==> src/rtl/bus_pkg.sv <==
// Shared types and helpers for the bus interconnect: FSM states and
// destination-field width / memory-destination decode.
package bus_pkg;

  typedef enum logic {
    IDLE = 1'b0,
    BUSY = 1'b1
  } bus_state_t;

  function automatic int dest_w(input int num_proc);
    return $clog2(num_proc) + 1;
  endfunction

  // Anything at or above the processor count targets main memory.
  function automatic logic is_mem(input int dest, input int num_proc);
    return dest >= num_proc;
  endfunction

endpackage

==> src/rtl/bus_rr_arbiter.sv <==
// Combinational round-robin picker: first pending port after last_grant,
// wrapping modulo NUM_PROC.
module bus_rr_arbiter #(
  parameter int NUM_PROC = 4,
  parameter int IDX_W    = 2
) (
  input  logic [NUM_PROC-1:0] pending,
  input  logic [IDX_W-1:0]    last_grant,
  output logic                grant_valid,
  output logic [IDX_W-1:0]    grant_idx
);

  int idx;

  always_comb begin
    grant_valid = 1'b0;
    grant_idx   = '0;
    idx         = 0;
    for (int k = 1; k <= NUM_PROC; k++) begin
      idx = (int'(last_grant) + k) % NUM_PROC;
      if (!grant_valid && pending[IDX_W'(idx)]) begin
        grant_valid = 1'b1;
        grant_idx   = IDX_W'(idx);
      end
    end
  end

endmodule

==> src/rtl/bus.sv <==
// Shared-bus interconnect: latches one-cycle requests per port, grants them
// round-robin and holds the bus for a destination-dependent latency.
module bus
  import bus_pkg::*;
#(
  parameter int NUM_PROC    = 4,
  parameter int MEM_LATENCY = 4,
  parameter int C2C_LATENCY = 2
) (
  input  logic                                  clk,
  input  logic                                  rst_l,
  input  logic [NUM_PROC-1:0]                   request,
  input  logic [NUM_PROC*dest_w(NUM_PROC)-1:0]  request_dest,
  output logic                                  processed_request,
  output logic [NUM_PROC-1:0]                   request_avail
);

  localparam int DW    = dest_w(NUM_PROC);
  localparam int IDX_W = (NUM_PROC > 1) ? $clog2(NUM_PROC) : 1;
  localparam int MAXL  = (MEM_LATENCY > C2C_LATENCY) ? MEM_LATENCY : C2C_LATENCY;
  localparam int CNT_W = $clog2(MAXL + 1);

  bus_state_t           state_q, state_d;
  logic [NUM_PROC-1:0]  pending_q, pending_d;
  logic [DW-1:0]        dest_q [NUM_PROC];
  logic [DW-1:0]        dest_d [NUM_PROC];
  logic [CNT_W-1:0]     cnt_q, cnt_d;
  logic [IDX_W-1:0]     owner_q, owner_d;
  logic [IDX_W-1:0]     last_q, last_d;
  logic                 proc_q, proc_d;
  logic [NUM_PROC-1:0]  avail_q, avail_d;

  logic                 grant_valid;
  logic [IDX_W-1:0]     grant_idx;

  // Arbitration only sees already-latched requests, so capture and grant
  // can never coincide on one edge.
  bus_rr_arbiter #(
    .NUM_PROC (NUM_PROC),
    .IDX_W    (IDX_W)
  ) u_arb (
    .pending     (pending_q),
    .last_grant  (last_q),
    .grant_valid (grant_valid),
    .grant_idx   (grant_idx)
  );

  always_comb begin
    state_d   = state_q;
    pending_d = pending_q;
    dest_d    = dest_q;
    cnt_d     = cnt_q;
    owner_d   = owner_q;
    last_d    = last_q;
    proc_d    = 1'b0;
    avail_d   = '0;

    for (int i = 0; i < NUM_PROC; i++) begin
      if (request[i] && !pending_q[i]) begin
        pending_d[i] = 1'b1;
        dest_d[i]    = request_dest[i*DW +: DW];
      end
    end

    case (state_q)
      IDLE: begin
        if (grant_valid) begin
          owner_d = grant_idx;
          last_d  = grant_idx;
          cnt_d   = is_mem(int'(dest_q[grant_idx]), NUM_PROC)
                    ? CNT_W'(MEM_LATENCY - 1) : CNT_W'(C2C_LATENCY - 1);
          state_d = BUSY;
          proc_d  = 1'b1;
        end
      end
      BUSY: begin
        if (cnt_q != '0) begin
          cnt_d = cnt_q - 1'b1;
        end else begin
          avail_d[owner_q]   = 1'b1;
          pending_d[owner_q] = 1'b0;
          state_d            = IDLE;
        end
      end
      default: state_d = IDLE;
    endcase
  end

  always_ff @(posedge clk or negedge rst_l) begin
    if (!rst_l) begin
      state_q   <= IDLE;
      pending_q <= '0;
      for (int i = 0; i < NUM_PROC; i++) dest_q[i] <= '0;
      cnt_q     <= '0;
      owner_q   <= '0;
      last_q    <= IDX_W'(NUM_PROC - 1);
      proc_q    <= 1'b0;
      avail_q   <= '0;
    end else begin
      state_q   <= state_d;
      pending_q <= pending_d;
      dest_q    <= dest_d;
      cnt_q     <= cnt_d;
      owner_q   <= owner_d;
      last_q    <= last_d;
      proc_q    <= proc_d;
      avail_q   <= avail_d;
    end
  end

  assign processed_request = proc_q;
  assign request_avail     = avail_q;

endmodule

==> config.mk <==
export PLATFORM = sky130hd
export DESIGN_NAME = bus
export DESIGN_NICKNAME = d
export VERILOG_FILES = /design/src/rtl/bus_pkg.sv /design/src/rtl/bus_rr_arbiter.sv /design/src/rtl/bus.sv
export SDC_FILE = /design/constraint.sdc
export NUM_CORES = 1
export LEC_CHECK = 0
export BUFFER_PORTS_ARGS = -buffer_cell sky130_fd_sc_hd__buf_4
export CAP_MARGIN = 5
export CELL_PAD_IN_SITES_DETAIL_PLACEMENT = 2
export CELL_PAD_IN_SITES_GLOBAL_PLACEMENT = 2
export CORE_MARGIN = 4
export CORE_UTILIZATION = 28
export DETAILED_ROUTE_END_ITERATION = 8
export PLACE_DENSITY_LB_ADDON = 0.08
export SLEW_MARGIN = 10
export SYNTH_ARGS = -nofsm -noshare
export SYNTH_HDL_FRONTEND = slang
export SYNTH_SLANG_ARGS = --single-unit
export TNS_END_PERCENT = 5
==> constraint.sdc <==
create_clock -name clk -period 1.7 [get_ports clk]
set_input_delay 0.255 -clock clk [delete_from_list [all_inputs] [get_ports clk]]
set_output_delay 0.255 -clock clk [all_outputs]
set_load 0.02 [all_outputs]
Yosys cells after proc, flatten, opt, wreduce, memory -nomap -nowiden. Cells that the tools add are included.

Register bits after elaboration: 29. Bits of input ports: 18. Output and inout bits: 5. Logic and storage cells: 89.

Add/sub/neg operators: 5. Order comparisons: 8. Equal/unequal tests: 2. Muxes and demuxes: 41. Bitwise operators: 4. Reduce and logical (&&, ||, !) cells: 18.

Operators with widths (count): two-way mux 1 bit (20); < comparator 2 x 4 -> 1 bit, second input constant (4); two-way mux 4 bit (4); two-way mux 3 bit (4); two-way mux 2 bit (5); binary-select mux 1 bit (select 2 bit) (4); logical AND 1 bit (8); zero test 1 bit (7); binary-select mux 3 bit (select 2 bit) (1); greater-or-equal comparator 3 bit, second input constant (2); one-hot mux 3 bit (2 select lines) (1); adder 2 x 1 -> 2 bit, second input constant (2); adder 2 bit, second input constant (2); AND 4 bit (1); NOT 4 bit (1); AND reduction 2 bit (2); < comparator 2 x 3 -> 1 bit, second input constant (1); NOT 2 -> 3 bit (1); nonzero test 3 bit (1); subtractor 3 x 1 -> 3 bit, second input constant (1); demux 1 bit (select 2 bit) (1); greater-or-equal comparator 2 x 1 -> 1 bit, second input constant (1); inequality test 2 x 1 -> 1 bit, second input constant (1); inequality test 2 bit, second input constant (1); 2 further kinds (2).

Logic depth before layout (Yosys ltp).
Depth after elaboration: 22. Depth in mapped cells: 7. Depth with buffers taken out: 7.

Cells and area by module. Synthesis repeated with hierarchy kept, for this count alone.

Cell total of the unflattened synthesis: 88. Area total of the unflattened synthesis: 938.4 um2.

Modules (own cells, without submodules): bus (instances 1, cells each 74, area each 847.1 um2, sequential area each 528.0 um2); bus_rr_arbiter (instances 1, cells each 14, area each 91.3 um2, sequential area each 0.0 um2).

Worst setup path after synthesis. No wires, ideal clock.

Kind: reg-to-reg. From: reg last_q[0]. To: reg cnt_q[1]. Setup time: 0.092 ns. Arrival: 1.588 ns. Path slack: 0.019 ns. Cell stages (with the launch flop): 7. Path buffers: 0. Clock period less this slack: 1.681 ns. Cell sequence: dfstp_2 > inv_1 > a22o_1 > a211oi_2 > mux2i_1 > mux2_2 > o31ai_2.

Word-level cells in the longest chain between the ends: 22. Elaborated cells on any way between the ends: 40. Those cells by class: add/sub (4); order compare (1); eq/ne (1); mux (26); bitwise (1); reduce/logical (7).

RTL lines: start, declared (line bus.sv:29) `logic [IDX_W-1:0] last_q, last_d;`; start signal, assigned (line bus.sv:96) `last_q <= IDX_W'(NUM_PROC - 1);`; start signal, assigned (line bus.sv:105) `last_q <= last_d;`; adder 2 x 1 -> 2 bit (line bus_rr_arbiter.sv:20) `idx = (int'(last_grant) + k) % NUM_PROC;`; binary-select mux 1 bit (select 2 bit) (line bus_rr_arbiter.sv:21) `if (!grant_valid && pending[IDX_W'(idx)]) begin`; two-way mux 1 bit (not written as such) (2 in series) (line bus_rr_arbiter.sv:21); two-way mux 1 bit (line bus_rr_arbiter.sv:21); zero test 1 bit (line bus_rr_arbiter.sv:21); logical AND 1 bit (line bus_rr_arbiter.sv:21); two-way mux 1 bit (line bus_rr_arbiter.sv:21); zero test 1 bit (line bus_rr_arbiter.sv:21); [4 not listed]; two-way mux 2 bit (line bus_rr_arbiter.sv:21); NOT 2 -> 3 bit (not written as such) (line bus.sv:70) `cnt_d = is_mem(int'(dest_q[grant_idx]), NUM_PROC)`; binary-select mux 3 bit (select 2 bit) (line bus.sv:70); two-way mux 3 bit (not written as such) (2 in series) (line bus.sv:70); greater-or-equal comparator 3 bit (line bus_pkg.sv:16) `return dest >= num_proc;`; two-way mux 2 bit (line bus.sv:71) `? CNT_W'(MEM_LATENCY - 1) : CNT_W'(C2C_LATENCY - 1);`; two-way mux 3 bit (line bus.sv:67) `if (grant_valid) begin`; one-hot mux 3 bit (2 select lines) (line bus.sv:65) `case (state_q)`; end signal, assigned (line bus.sv:103) `cnt_q <= cnt_d;`; end, declared (line bus.sv:27) `logic [CNT_W-1:0] cnt_q, cnt_d;`.

Parallel ways exist; a longest one is shown, timed or not. The select of a mux whose other input is x is not followed. A chain may end at the register's enable or synchronous reset.

Worst setup path after layout. Ends and elaborated chain as after synthesis.

==> impl_metrics.ini <==
[sta]
setup_viol = 1
period_needed_ns = 1.82
fin_ws_ns = -0.122
tightestPinTransition_ns = 0.424
rsz0062_at_grt = yes
timing.hold.ws_ns = 0.168
clock_skew_ns = 0.0117
fmax_mhz = 549
tns_ns = -0.122
hold_viol_final = 0
relSlewSlack_pct = 71.5
finalCritPeriodShare_pct = 107
slew_violations = 0

[synthesis]
yosys.area_share.simple_pct = 16.2
ys_ff_latch = 21
synthCells = 90
yosys.cell_types.count = 28
avgSynthCellArea_um2 = 10.6
syn_area_um2 = 950
synth_compound_area_share_pct = 12.9
synthMuxAreaShare_pct = 7.91
synth_nets = 110
synth-seq-area-share_pct = 55.6
yosys_warnings = 0
synth_top_family_by_area = simple AND/OR/NAND/NOR gates
synth_fa_ha_area_share_pct = 2.64
synth_xor_area_share_pct = 0

[clock_tree]
numCtsBuffers = 3
cts.sinks = 21
tritoncts = built
htreeDepth = 1
clk_latency_ns = 0.31
cts_setup_buffers = 0
clockBufferDepth = 2
root_buffer = clkbuf_4
clk_pin_slew_ns = 0.12

[finish]
area.sequential_um2 = 528
final_common_cell = buf_4
synthToLayoutAreaGrowth_pct = 31.8
final_layout_size_suffix_gt1_share_pct = 36.7
multi_input_area_um2 = 402
nets = 141
fillers = 356
num_antenna_cells = 0
layout_common_cells = 27 x buf_4, 19 x dfrtp_1, 15 x nor2_1
design_area_um2 = 1250

[detailed_routing]
wl_per_cell_um = 14.8
antenna_left = 0
vias = 740
drt-initial-drc-count = 31
via_per_inst = 4.51
dr.pass1.iters = 3
drc_errors = 0
wl_um = 2440

[worst_setup_path]
crit_family = compound AO/OA/AOI/OAI gates
crit_chain = inv_2 -> a22o_1 -> a211oi_2 -> buf_4 -> mux2i_4 -> mux2_4 -> o31ai_4
critPathSlowestCell = dfstp_2
startpoint = last_q[0]
path_max_fanout = 3
cp.required_ns = 1.93
worst_ep_arrival_time_ns = 2.05
crit_path_start_kind = flip-flop
r2r_cells = 7
reg2reg_to = cnt_q[1]
r2r_start = last_q[0]
cp_num_buf_inv = 2
path_class = reg -> reg
slowest_delay_ns = 0.58
rrSetupSlack_ns = -0.12
worstSetupEndpointType = flip-flop

[placed_design]
io_buffers = 14
gp_congestion = 0.730
place_ws_ns = -0.219
hpwl_um = 1940
dpl_cell_area_um2 = 1190

[min_path]
hold_depth = 2
hold_end = dest_q[5]
min_from = request_dest[8]
worstHoldPathType = in -> reg

[status]
failed_checks = negative setup slack
outcome = finished, violations left

[global_routing]
globalRouteOverflowTotal = 0
antenna_found_initial = 0
grt_usage_pct = 12.7
grt_pass1_vias = 834
grt_pass1_wl_um = 4080
grt_max_degree = 22

[floorplanning]
core_area_um2 = 3150
placement_rows = 20
initial_utilization_pct = 30.1
die_x_um = 66.2
die-area_um2 = 4390
io_pins = 23
die_y_um = 66.2

[power_and_ir_drop]
powerDensity_nw_per_um2 = 1930
peakVddDrop_v = 0.000624
p_leak_uw = 0.000578

[job]
drv_cap = 0
[layer usage]
metal / global-route usage (%) / routed length [µm]
met1: 14.7 / 1050
met2: 22.8 / 1250
met5: 0 / 0
met4: 2.28 / 18
met3: 3.91 / 118
[flip-flops by register name (all words and copies together), names as in the netlist]
name,count
last_q,2
state_q,1
pending_q,4
dest_q,4
cnt_q,3
processed_request,1
request_avail,4
owner_q,2
[worst register-to-register path, cell delays in order, from the launching register on]
cell and delay [ns]:
dfstp_2 0.58, inv_2 0.05, a22o_1 0.19, a211oi_2 0.24, buf_4 0.17, mux2i_4 0.07
mux2_4 0.29, o31ai_4 0.17
[Yosys cell counts]
cell type  count  area [µm²]
o21ai_0        3        15.0
a31o_2         1        8.76
nor3b_1        1        7.51
buf_6          1        11.3
inv_1          6        22.5
o31ai_2        1        12.5
mux2_2         4        45.0
dfstp_2        2        52.6
or2b_1         2        15.0
inv_2          1        3.75
buf_4          1        7.51
nor4_1         1        6.26
ha_1           2        25.0
nor3_1         3        15.0
a21boi_0       1        7.51
mux2i_1        3        30.0
o22ai_1        1        6.26
a22o_1         1        8.76
a21oi_1        4        20.0
a211oi_2       1        12.5
nor2_1        15        56.3
o21a_1         2        15.0
nand3_1        1        5.00
nor2b_1        3        18.8
dfrtp_1       19         475
a21oi_2        1        8.76
nand2_1        8        30.0
o31ai_1        1        7.51
[cell type report]
type,count,share of cell area (%)
sequential,21,42.2
multi-input combinational,60,32.1
timing repair buffer,28,17.0
tap,44,4.40
clock buffer,3,1.80
inverter,7,2.10
clock inverter,1,0.400
[per-stage QoR]
step	utilization, %	power [µW]	instances
finish	39.7	2420	164
global route	39.7	2640	164
CTS	39.7	2480	164
detailed placement	37.7	2090	159
global placement	37.7	2000	159
floorplan	-	1580	90
[repair_timing]
action,in CTS,in global routing
endpoints found under the setup margin,1,3
hold endpoints to repair,19,0
hold buffers,1,0
gates resized for setup,5,1
pin swaps,2,1
[power by group]
group	leakage [µW]	internal, µW	switching [µW]
Combinational	0.000316	669	599
Clock	0.0000177	87.7	153
Sequential	0.000244	726	184
Total	0.000578	1480	937
[how the worst max path moves through the flow]
stage / cells past startpoint / slack, ns / end
global route: 7 / -0.22 / cnt_q[1]
global placement: 7 / -0.17 / cnt_q[1]
floorplan: 6 / 0.02 / cnt_q[1]
finish: 7 / -0.12 / cnt_q[1]
detailed placement: 7 / -0.22 / cnt_q[1]
CTS: 7 / -0.16 / cnt_q[1]
[logic make-up after synthesis]
| group | count (synthesis) |
|---|---|
| muxes | 7 |
| and+or+nand+nor | 34 |
| buffers and inverters | 9 |
| adders and majority gates | 2 |
| DFF | 21 |
| AOI/OAI and AO/OA | 17 |
No activity file was read; power rests on OpenSTA's default activity.
